$ cat config.mk
export PLATFORM = sky130hd
export DESIGN_NAME = alarm_bank_editor
export DESIGN_NICKNAME = d
export VERILOG_FILES = /design/src/rtl/alarm_bank_editor.sv
export SDC_FILE = /design/constraint.sdc
export NUM_CORES = 1
export LEC_CHECK = 0
export BUFFER_PORTS_ARGS = -buffer_cell sky130_fd_sc_hd__buf_2
export CAP_MARGIN = 15
export CELL_PAD_IN_SITES_DETAIL_PLACEMENT = 1
export CELL_PAD_IN_SITES_GLOBAL_PLACEMENT = 2
export CORE_MARGIN = 2
export CORE_UTILIZATION = 35
export CTS_CLUSTER_SIZE = 16
export DETAILED_ROUTE_END_ITERATION = 8
export GPL_TIMING_DRIVEN = 1
export HOLD_SLACK_MARGIN = 0.05
export PLACE_DENSITY = 0.82
export SKIP_LAST_GASP = 1
export SLEW_MARGIN = 5
export SYNTH_ARGS = -nofsm -noshare
export SYNTH_HDL_FRONTEND = slang
export SYNTH_SLANG_ARGS = --single-unit
$ cat constraint.sdc
create_clock -name clk -period 5.6 [get_ports clk]
set_clock_uncertainty 0.2 [all_clocks]
set_input_delay 0.56 -clock clk [delete_from_list [all_inputs] [get_ports clk]]
set_output_delay 0.56 -clock clk [all_outputs]
set_load 0.1 [all_outputs]
$ cat src/rtl/alarm_bank_editor.sv
// alarm_bank_editor - multi-slot alarm store with a cursor-driven digit editor and second-tick match.
// Revision 1.0
`default_nettype none

module alarm_bank_editor #(
  parameter int         NUM_ALARMS = 4,
  parameter logic [3:0] MODE_CODE  = 4'b0101,
  parameter bit         HOUR_24    = 1'b0,
  parameter int         SW         = 3
) (
  input  logic          clk,
  input  logic          reset,
  input  logic [3:0]    mode,
  input  logic [3:0]    num_sync,
  input  logic          sec_tick,
  input  logic          cur_meridiem,
  input  logic [6:0]    cur_hour,
  input  logic [6:0]    cur_min,
  input  logic [6:0]    cur_sec,
  output logic [3:0]    cursor,
  output logic [SW-1:0] slot,
  output logic          meridiem,
  output logic [6:0]    hour,
  output logic [6:0]    min,
  output logic [6:0]    sec,
  output logic          alm_en,
  output logic          alarm_hit,
  output logic [SW-1:0] alarm_idx
);

  typedef struct packed {
    logic       en;
    logic       mer;
    logic [6:0] hour;
    logic [6:0] min;
    logic [6:0] sec;
  } alarm_t;

  typedef enum logic [0:0] {IDLE = 1'b0, EDIT = 1'b1} state_t;

  localparam logic [6:0]    HMAX = HOUR_24 ? 7'd23 : 7'd11;
  localparam logic [SW-1:0] LAST = SW'(NUM_ALARMS - 1);

  state_t        state, state_nx;
  alarm_t        bank [NUM_ALARMS];
  alarm_t        shadow, shadow_nx, slot_rd, step_rd;
  logic [3:0]    cursor_nx;
  logic [SW-1:0] slot_nx, slot_step, hit_sel;
  logic          enter, leave, active, bank_we, hit_any, cur_mer;
  logic          inc, dec, rt, lt, do_edit, do_move, hit_now;

  // Minute/second digit editing; values stay within 0..59.
  function automatic logic [6:0] edit_ms(input logic [6:0] v, input logic tens, input logic up);
    logic [6:0] u, t10;
    u   = v % 7'd10;
    t10 = v - u;
    if (!tens) begin
      if (up) return (u == 7'd9) ? t10 : v + 7'd1;
      return (u == 7'd0) ? t10 + 7'd9 : v - 7'd1;
    end
    if (up) return (t10 >= 7'd50) ? u : v + 7'd10;
    return (t10 == 7'd0) ? u + 7'd50 : v - 7'd10;
  endfunction

  function automatic logic [6:0] edit_hr(input logic [6:0] v, input logic tens, input logic up);
    logic [6:0] u, t10, lo;
    u   = v % 7'd10;
    t10 = v - u;
    lo  = t10 + 7'd9;
    if (!tens) begin
      if (up) return (u == 7'd9 || v == HMAX) ? t10 : v + 7'd1;
      return (u == 7'd0) ? ((lo > HMAX) ? HMAX : lo) : v - 7'd1;
    end
    if (up) return (v + 7'd10 <= HMAX) ? v + 7'd10 : u;
    if (t10 != 7'd0) return v - 7'd10;
    // Tens is zero here, so u equals v: pick the largest reachable tens value.
    if (u + 7'd20 <= HMAX) return u + 7'd20;
    if (u + 7'd10 <= HMAX) return u + 7'd10;
    return v;
  endfunction

  assign inc     = num_sync[0];
  assign dec     = num_sync[1];
  assign rt      = num_sync[2];
  assign lt      = num_sync[3];
  assign do_edit = active && (inc ^ dec);
  assign do_move = active && (rt ^ lt);
  assign cur_mer = HOUR_24 ? 1'b0 : cur_meridiem;

  always_ff @(posedge clk) begin
    if (reset) state <= IDLE;
    else       state <= state_nx;
  end

  always_comb begin
    state_nx = state;
    enter    = 1'b0;
    leave    = 1'b0;
    active   = 1'b0;
    case (state)
      IDLE: begin
        if (mode == MODE_CODE) begin
          state_nx = EDIT;
          enter    = 1'b1;
        end
      end
      EDIT: begin
        if (mode != MODE_CODE) begin
          state_nx = IDLE;
          leave    = 1'b1;
        end else begin
          active = 1'b1;
        end
      end
      default: state_nx = IDLE;
    endcase
  end

  always_comb begin
    if (inc) slot_step = (slot == LAST) ? '0 : slot + 1'b1;
    else     slot_step = (slot == '0) ? LAST : slot - 1'b1;
  end

  always_comb begin
    slot_rd = '0;
    step_rd = '0;
    for (int i = 0; i < NUM_ALARMS; i++) begin
      if (slot == SW'(i))      slot_rd = bank[i];
      if (slot_step == SW'(i)) step_rd = bank[i];
    end
  end

  always_comb begin
    shadow_nx = shadow;
    slot_nx   = slot;
    bank_we   = 1'b0;
    if (enter) begin
      shadow_nx = slot_rd;
    end else if (leave) begin
      bank_we = 1'b1;
    end else if (do_edit) begin
      case (cursor)
        4'd0: shadow_nx.sec  = edit_ms(shadow.sec, 1'b0, inc);
        4'd1: shadow_nx.sec  = edit_ms(shadow.sec, 1'b1, inc);
        4'd2: shadow_nx.min  = edit_ms(shadow.min, 1'b0, inc);
        4'd3: shadow_nx.min  = edit_ms(shadow.min, 1'b1, inc);
        4'd4: shadow_nx.hour = edit_hr(shadow.hour, 1'b0, inc);
        4'd5: shadow_nx.hour = edit_hr(shadow.hour, 1'b1, inc);
        4'd6: if (!HOUR_24) shadow_nx.mer = ~shadow.mer;
        4'd7: shadow_nx.en   = ~shadow.en;
        4'd8: begin
          bank_we = 1'b1;
          slot_nx = slot_step;
          // With a single slot the reload would fetch stale data, so keep the shadow.
          if (slot_step != slot) shadow_nx = step_rd;
        end
        default: ;
      endcase
    end
  end

  always_comb begin
    cursor_nx = cursor;
    if (do_move) begin
      if (rt) cursor_nx = (cursor >= 4'd8) ? 4'd0 : cursor + 4'd1;
      else    cursor_nx = (cursor == 4'd0) ? 4'd8 : cursor - 4'd1;
      if (HOUR_24 && cursor_nx == 4'd6) cursor_nx = rt ? 4'd7 : 4'd5;
    end
  end

  // Scan downward so the lowest matching index wins.
  always_comb begin
    hit_any = 1'b0;
    hit_sel = '0;
    for (int i = NUM_ALARMS - 1; i >= 0; i--) begin
      if (bank[i].en && bank[i].mer == cur_mer && bank[i].hour == cur_hour &&
          bank[i].min == cur_min && bank[i].sec == cur_sec) begin
        hit_any = 1'b1;
        hit_sel = SW'(i);
      end
    end
  end

  assign hit_now = sec_tick && (state == IDLE) && hit_any;

  always_ff @(posedge clk) begin
    if (reset) begin
      cursor    <= 4'd0;
      slot      <= '0;
      shadow    <= '0;
      alarm_hit <= 1'b0;
      alarm_idx <= '0;
      for (int i = 0; i < NUM_ALARMS; i++) bank[i] <= '0;
    end else begin
      cursor    <= cursor_nx;
      slot      <= slot_nx;
      shadow    <= shadow_nx;
      alarm_hit <= hit_now;
      if (hit_now) alarm_idx <= hit_sel;
      for (int i = 0; i < NUM_ALARMS; i++) begin
        if (bank_we && slot == SW'(i)) bank[i] <= shadow;
      end
    end
  end

  assign meridiem = shadow.mer;
  assign hour     = shadow.hour;
  assign min      = shadow.min;
  assign sec      = shadow.sec;
  assign alm_en   = shadow.en;

endmodule

`default_nettype wire

======== Yosys cells after proc, flatten, opt, wreduce, memory -nomap -nowiden ========
Memory sizes are Yosys's and may differ from the RTL's.
Cells that the tools add are included.
word-level totals
  bits in registers ....................... 35
  word-level logic and storage cells ...... 348
  bits in writable memories ............... 92
  memories ................................ 1
  output and inout port bits .............. 34
  bits of input ports ..................... 33
cells by class
  $lt $le $gt $ge ......................... 7
  bitwise logic cells ..................... 11
  muxes and demuxes ....................... 203
  add/sub/neg operators ................... 26
  div/mod/pow operators ................... 3
  reduce and logical (&&, ||, !) cells .... 46
  equality and inequality tests ........... 41
memory list
  memory  depth  bits a word  rd ports  clocked after memory_dff  write ports  line  source
  bank    4      23           4         0                         4            45    alarm_t bank [NUM_ALARMS];
operators by type and width
  operator             count
  $mux 23              16
  $mux 7               49
  $mux 1               122
  $eq 7x7->1           12
  $pmux 7 s3           3
  $add 7x4->7 const B  7
  $logic_not 7->1      5
  $eq 7x4->1 const B   4
  $logic_and 1x1->1    24
  $add 7x1->7 const B  3
  $le 7x4->1 const B   3
  $mod 7x4->7 const B  3
  $sub 7x1->7 const B  3
  $sub 7x4->7 const B  3
  $sub 7x7->7          3
  $eq 4x3->1 const B   5
  $reduce_and 4->1     5
  $mux 3               6
  $add 7x6->7 const B  2
  $ge 7x6->1 const B   2
  $eq 3x2->1 const B   4
  $mux 4               3
  $reduce_bool 4->1    3
  $eq 4x2->1 const B   2
  other kinds (29)     45

======== Depth between registers and ports, before layout ========
  word-level depth ........................ 42
  gate-level depth with buffers ........... 27
  depth with buffers taken out ............ 25

======== Worst setup path after synthesis ========
OpenSTA, ideal clock, no wires.
  path type ............................... reg2reg
  start point ............................. register shadow (netlist bit sec[1])
  end point ............................... register shadow (netlist bit sec[5])
  slack ................................... -0.518 ns
  arrival time ............................ 5.789 ns
  buffers on the path ..................... 1
  stages on the path, launching flop included .. 25
  data required time ...................... 5.272 ns
  period minus slack after synthesis ...... 6.118 ns
  setup time .............................. 0.128 ns
  path through ............................ dfxtp_1 > clkbuf_1 > inv_1 > ha_1 > o21ai_0 > nor3b_1 > o21ai_0 > nand2_1 > a21oi_2 > mux2i_1 > inv_1 > ha_1 > nor2b_1 > o21ai_0 > nand2b_1 > xor2_1 > ha_1 > a31o_2 > a21oi_1 > o21ai_4 > mux2i_1 > a311oi_1 > o31a_1 > o21a_1 > o32ai_1
on the way
  word-level cells in the longest chain between the ends .. 12
  elaborated cells on any way between the ends .. 27
  classes of those cells .................. 7 x add/sub; 1 x div; 1 x order compare; 1 x eq/ne; 15 x mux; 2 x reduce/logical
RTL lines
  what                                              line    source
  start: declaration                                46      alarm_t shadow, shadow_nx, slot_rd, step_rd;
  start signal: assignment                          197     shadow <= shadow_nx;
  $mod 7x4->7                                       55      u = v % 7'd10;
  $sub 7x7->7 / $eq 7x4->1 (equally long branches)  56, 58
  $add 7x4->7 / $mux 7 (equally long branches)      59, 58
  $mux 7, on equally long branches                  59, 58
  $mux 7                                            59      return (u == 7'd0) ? t10 + 7'd9 : v - 7'd1;
  $mux 7                                            61      if (up) return (t10 >= 7'd50) ? u : v + 7'd10;
  $mux 7                                            62      return (t10 == 7'd0) ? u + 7'd50 : v - 7'd10;
  $mux 7                                            61
  $pmux 7 s3 *                                      142     case (cursor)
  $mux 23 *                                         141     end else if (do_edit) begin
  $mux 23 *                                         139     end else if (leave) begin
  $mux 23 *                                         137     if (enter) begin
Mark *: on every way between the ends. The rest lies on a longest branch, timed or not. The select of a mux whose other input is x is not followed.
A chain may end at the register's enable or synchronous reset.

======== Worst setup path after layout ========
  start point ............................. register shadow (netlist bit hour[2])
  end point ............................... register shadow (netlist bit hour[3])
on the way
  word-level cells in the longest chain between the ends .. 24
  elaborated cells on any way between the ends .. 94
  classes of those cells .................. 8 x add/sub; 1 x div; 4 x order compare; 4 x eq/ne; 73 x mux; 4 x reduce/logical
RTL lines
  what                 line  source
  $mod 7x4->7          67    u = v % 7'd10;
  $sub 7x7->7          68    t10 = v - u;
  $add 7x4->7          --
  $gt 7x4->1           72    return (u == 7'd0) ? ((lo > HMAX) ? HMAX : lo) : v - 7'd1;
  $mux 7 (3 in a row)  72
  $mux 7               142
  $mux 7               141
  $mux 7               139
  [... 6 more ...]     --
  $mux 7               78    if (u + 7'd10 <= HMAX) return u + 7'd10;
  $mux 7               77    if (u + 7'd20 <= HMAX) return u + 7'd20;
  $mux 7               75    if (t10 != 7'd0) return v - 7'd10;
  $mux 7               74    if (up) return (v + 7'd10 <= HMAX) ? v + 7'd10 : u;
  $pmux 7 s3           142
  $mux 23              141
  $mux 23              139
  $mux 23              137
Parallel ways exist; a longest one is shown, timed or not. The select of a mux whose other input is x is not followed.

==> flow_metrics.env <==
export IMPL_status="complete, no violations"
export IMPL_worstRegToRegCells=18
export IMPL_reg2reg_slack_ns=0.27
export IMPL_ctsHoldBuffers=0
export IMPL_portBuffers=65
export IMPL_initial_utilization_pct=35.5
export IMPL_synth_most_common_cell="nand2_1"
export IMPL_r2r_start="hour[2]$_SDFFE_PP0P_"
export IMPL_fin_hold_ws_ns=0.233
export IMPL_ant_nets=0
export IMPL_synth_edff_count=92
export IMPL_hold_start="sec_tick"
export IMPL_cts_buffers=17
export IMPL_p_leak_uw=0.00580
export IMPL_ys_async_sr_fraction_pct=0
export IMPL_synth_xor_area_share_pct=12.3
export IMPL_num_antenna_cells=0
export IMPL_track_usage_pct=26.4
export IMPL_fillers=4630
export IMPL_clk_latency_ns=0.43
export IMPL_cp_slowest_cell="a211oi_1"
export IMPL_synth_flop_cell="edfxtp_1"
export IMPL_vdd_ir_drop_worst_v=0.000208
export IMPL_cts_tree="yes"
export IMPL_placed_cells=2208
export IMPL_whs_path_depth=3
export IMPL_grt_max_degree=48
export IMPL_dpl_hpwl_um=40000
export IMPL_cp_num_buf_inv=3
export IMPL_netlist_area_mm2=0.0137
export IMPL_die_y_um=202
export IMPL_clock_sinks=126
export IMPL_timing_final_crit_period_ns=5.33
export IMPL_worstHoldEndpoint="alarm_hit$_SDFF_PP0_"
export IMPL_synth_top_area_share_pct=20.1
export IMPL_synthMuxAreaShare_pct=3.11
export IMPL_syn_to_final_growth_pct=13.0
export IMPL_ys_warn_count=0
export IMPL_ys_top_cells_by_area="edfxtp_1, xnor2_1, ha_1, xor2_1, dfxtp_1"
export IMPL_relSlewSlack_pct=21.5
export IMPL_crit_path_cell_trace="buf_4, ha_1, nor2_8, mux2i_1, a31oi_2, a32o_1, buf_4, a21oi_2, or2_4, clkinv_2, ha_1, o41ai_2, a2bb2oi_1, a211oi_1, nor2b_1, a31o_2, a211o_1, o32ai_1"
export IMPL_grt_pass1_wl_um=83700
export IMPL_die_area_mm2=0.0408
export IMPL_grt_pass1_vias=13800
export IMPL_core_area_mm2=0.0387
export IMPL_final_layout_size_suffix_gt1_share_pct=17.0
export IMPL_nNetsFinal=1815
export IMPL_cp_depth=18
export IMPL_rows=72
export IMPL_antenna_found_initial=0
export IMPL_min_path_type="in -> reg"
export IMPL_synth_distinct_cells=112
export IMPL_seq_area_frac_synth_pct=25.1
export IMPL_avgRoutedWirePerCell_um=24.4
export IMPL_finalHoldViolCount=0
export IMPL_critPathArrivalTime_ns=5.45
export IMPL_finalMaxSlewViolations=0
export IMPL_drc=0
export IMPL_overflow=0
export IMPL_finalNonFillerCells=2246
export IMPL_synth_nets=1780
export IMPL_yosys_area_top_type="edfxtp_1"
export IMPL_htreeDepth=4
export IMPL_clockBufferDepth=2
export IMPL_drtIter0Drc=1128
export IMPL_required_ns=5.72
export IMPL_synthCells=1680
export IMPL_vias_per_cell=6.13
export IMPL_worst_setup_path_end_kind="register"
export IMPL_tightest_slew_ns=1.17
export IMPL_cts_root_buf="clkbuf_16"
export IMPL_critPathMaxStageDelay_ns=0.50
export IMPL_synth_top_family_by_area="compound AO/OA/AOI/OAI gates"
export IMPL_synthAdderAreaFrac_pct=6.10
export IMPL_synth_common_cells="nand2_1, nor2_1, xnor2_1, edfxtp_1, nor3_1"
export IMPL_critPathKind="reg -> reg"
export IMPL_die_w_um=202
export IMPL_crit_path_max_fanout=11
export IMPL_place_congestion=0.907
export IMPL_syn_avg_cell_area_um2=8.18
export IMPL_maxCapViolations=0
export IMPL_finalCritPeriodShare_pct=95.2
export IMPL_r2r_end="hour[3]$_SDFFE_PP0P_"
export IMPL_num_io_pins=67
export IMPL_routed_wl_um=54700
export IMPL_fmax_mhz=188
export IMPL_vias=13800
export IMPL_ys_ff_latch=126
export IMPL_setup_viol=0
export IMPL_critical_path_top_delay_family="compound AO/OA/AOI/OAI gates"
export IMPL_yosys_area_share_simple_pct=22.5
export IMPL_powerDensity_mw_per_mm2=180
export IMPL_synth_compound_area_share_pct=25.0
export IMPL_clkTransAtPathRegs_ns=0.06
export IMPL_firstDrtPassIters=7
export IMPL_worst_setup_path_start_kind="register"
-- worst max path at each step --
stage / end / startpoint
finish: hour[3]$_SDFFE_PP0P_ / hour[2]$_SDFFE_PP0P_
global route: sec[2]$_SDFFE_PP0P_ / sec[6]$_SDFFE_PP0P_
CTS: sec[2]$_SDFFE_PP0P_ / sec[2]$_SDFFE_PP0P_
detailed placement: min[2]$_SDFFE_PP0P_ / min[3]$_SDFFE_PP0P_
global placement: min[2]$_SDFFE_PP0P_ / min[3]$_SDFFE_PP0P_
floorplan: sec[5]$_SDFFE_PP0P_ / sec[5]$_SDFFE_PP0P_
-- where the power goes --
group / internal (uW) / switching [uW] / leakage (uW)
Sequential: 1020 / 32.6 / 0.00123
Clock: 672 / 445 / 0.000275
Combinational: 228 / 392 / 0.00429
Total: 1920 / 870 / 0.00580
-- per-layer routing --
metal  global-route usage (%)  vias to the layer above  routed length (um)
met5                        0                        -                   0
met4                     9.59                        0                1600
met3                     3.87                       99                3380
met2                     44.4                      466               26200
met1                     34.3                     6914               23500
li1                         -                     6285                   -
-- cell families after synthesis --
group,count (synthesis)
buffers and inverters,192
xor gates and xnor gates,188
muxes,41
other,1
and+or+nand+nor,600
adders and majority gates,67
DFF,126
AOI/OAI and AO/OA,465
-- layout by cell type, fill, tap and decap left out, drive strengths merged, types with 57 or more instances in the layout --
master and count:
nor3 83, nand2 162, xnor2 108, nor2 118, edfxtp 92, xor2 79, ha 67, buf 147
o21ai 86, a21oi 85, and2 57
-- worst reg2reg max path: stages, from the launching register on --
cell       delay (ns)
dfxtp_2          0.40
buf_4            0.22
ha_1             0.26
nor2_8           0.23
mux2i_1          0.29
a31oi_2          0.17
a32o_1           0.31
buf_4            0.19
a21oi_2          0.26
or2_4            0.21
clkinv_2         0.12
ha_1             0.30
o41ai_2          0.45
a2bb2oi_1        0.19
a211oi_1         0.50
nor2b_1          0.15
a31o_2           0.35
a211o_1          0.29
o32ai_1          0.12
-- registers in the layout, indices dropped and copies added, names as in the netlist --
register,cells
alarm_hit,1
alarm_idx,2
alm_en,1
bank,92
cursor,4
hour,7
meridiem,1
min,7
sec,7
slot,3
state,1
-- layout make-up --
cell class              count  area (um2)  share of cell area (%)
inverters                  61         230                    1.48
repair buffers            147         941                    6.06
flip-flops and latches    126        3480                    22.4
clock buffers              20         457                    2.94
multi-input cells        1362        9660                    62.2
clock inverters            12         119                   0.765
well taps                 518         648                    4.17
-- timing repair --
action                                  CTS  global route
resized for setup                         1            29
endpoints found under the setup margin    3            21
setup buffers                             2             4
pin swaps                                 0             3
-- stage by stage --
step	setup TNS, ns	util (%)	total power (uW)	worst slack, ns	area, um2
final	0	40.1	2790	0.267	15500
after global placement	0	38.2	1650	0.137	14800
after CTS	0	39.7	2780	0.0152	15400
after detailed placement	-0.0430	38.2	1670	-0.0430	14800
after floorplan	-0.0120	-	1480	-0.0120	13800
after global routing	-0.0840	40.1	2880	-0.0499	15500
No activity file was read; power rests on OpenSTA's default activity.
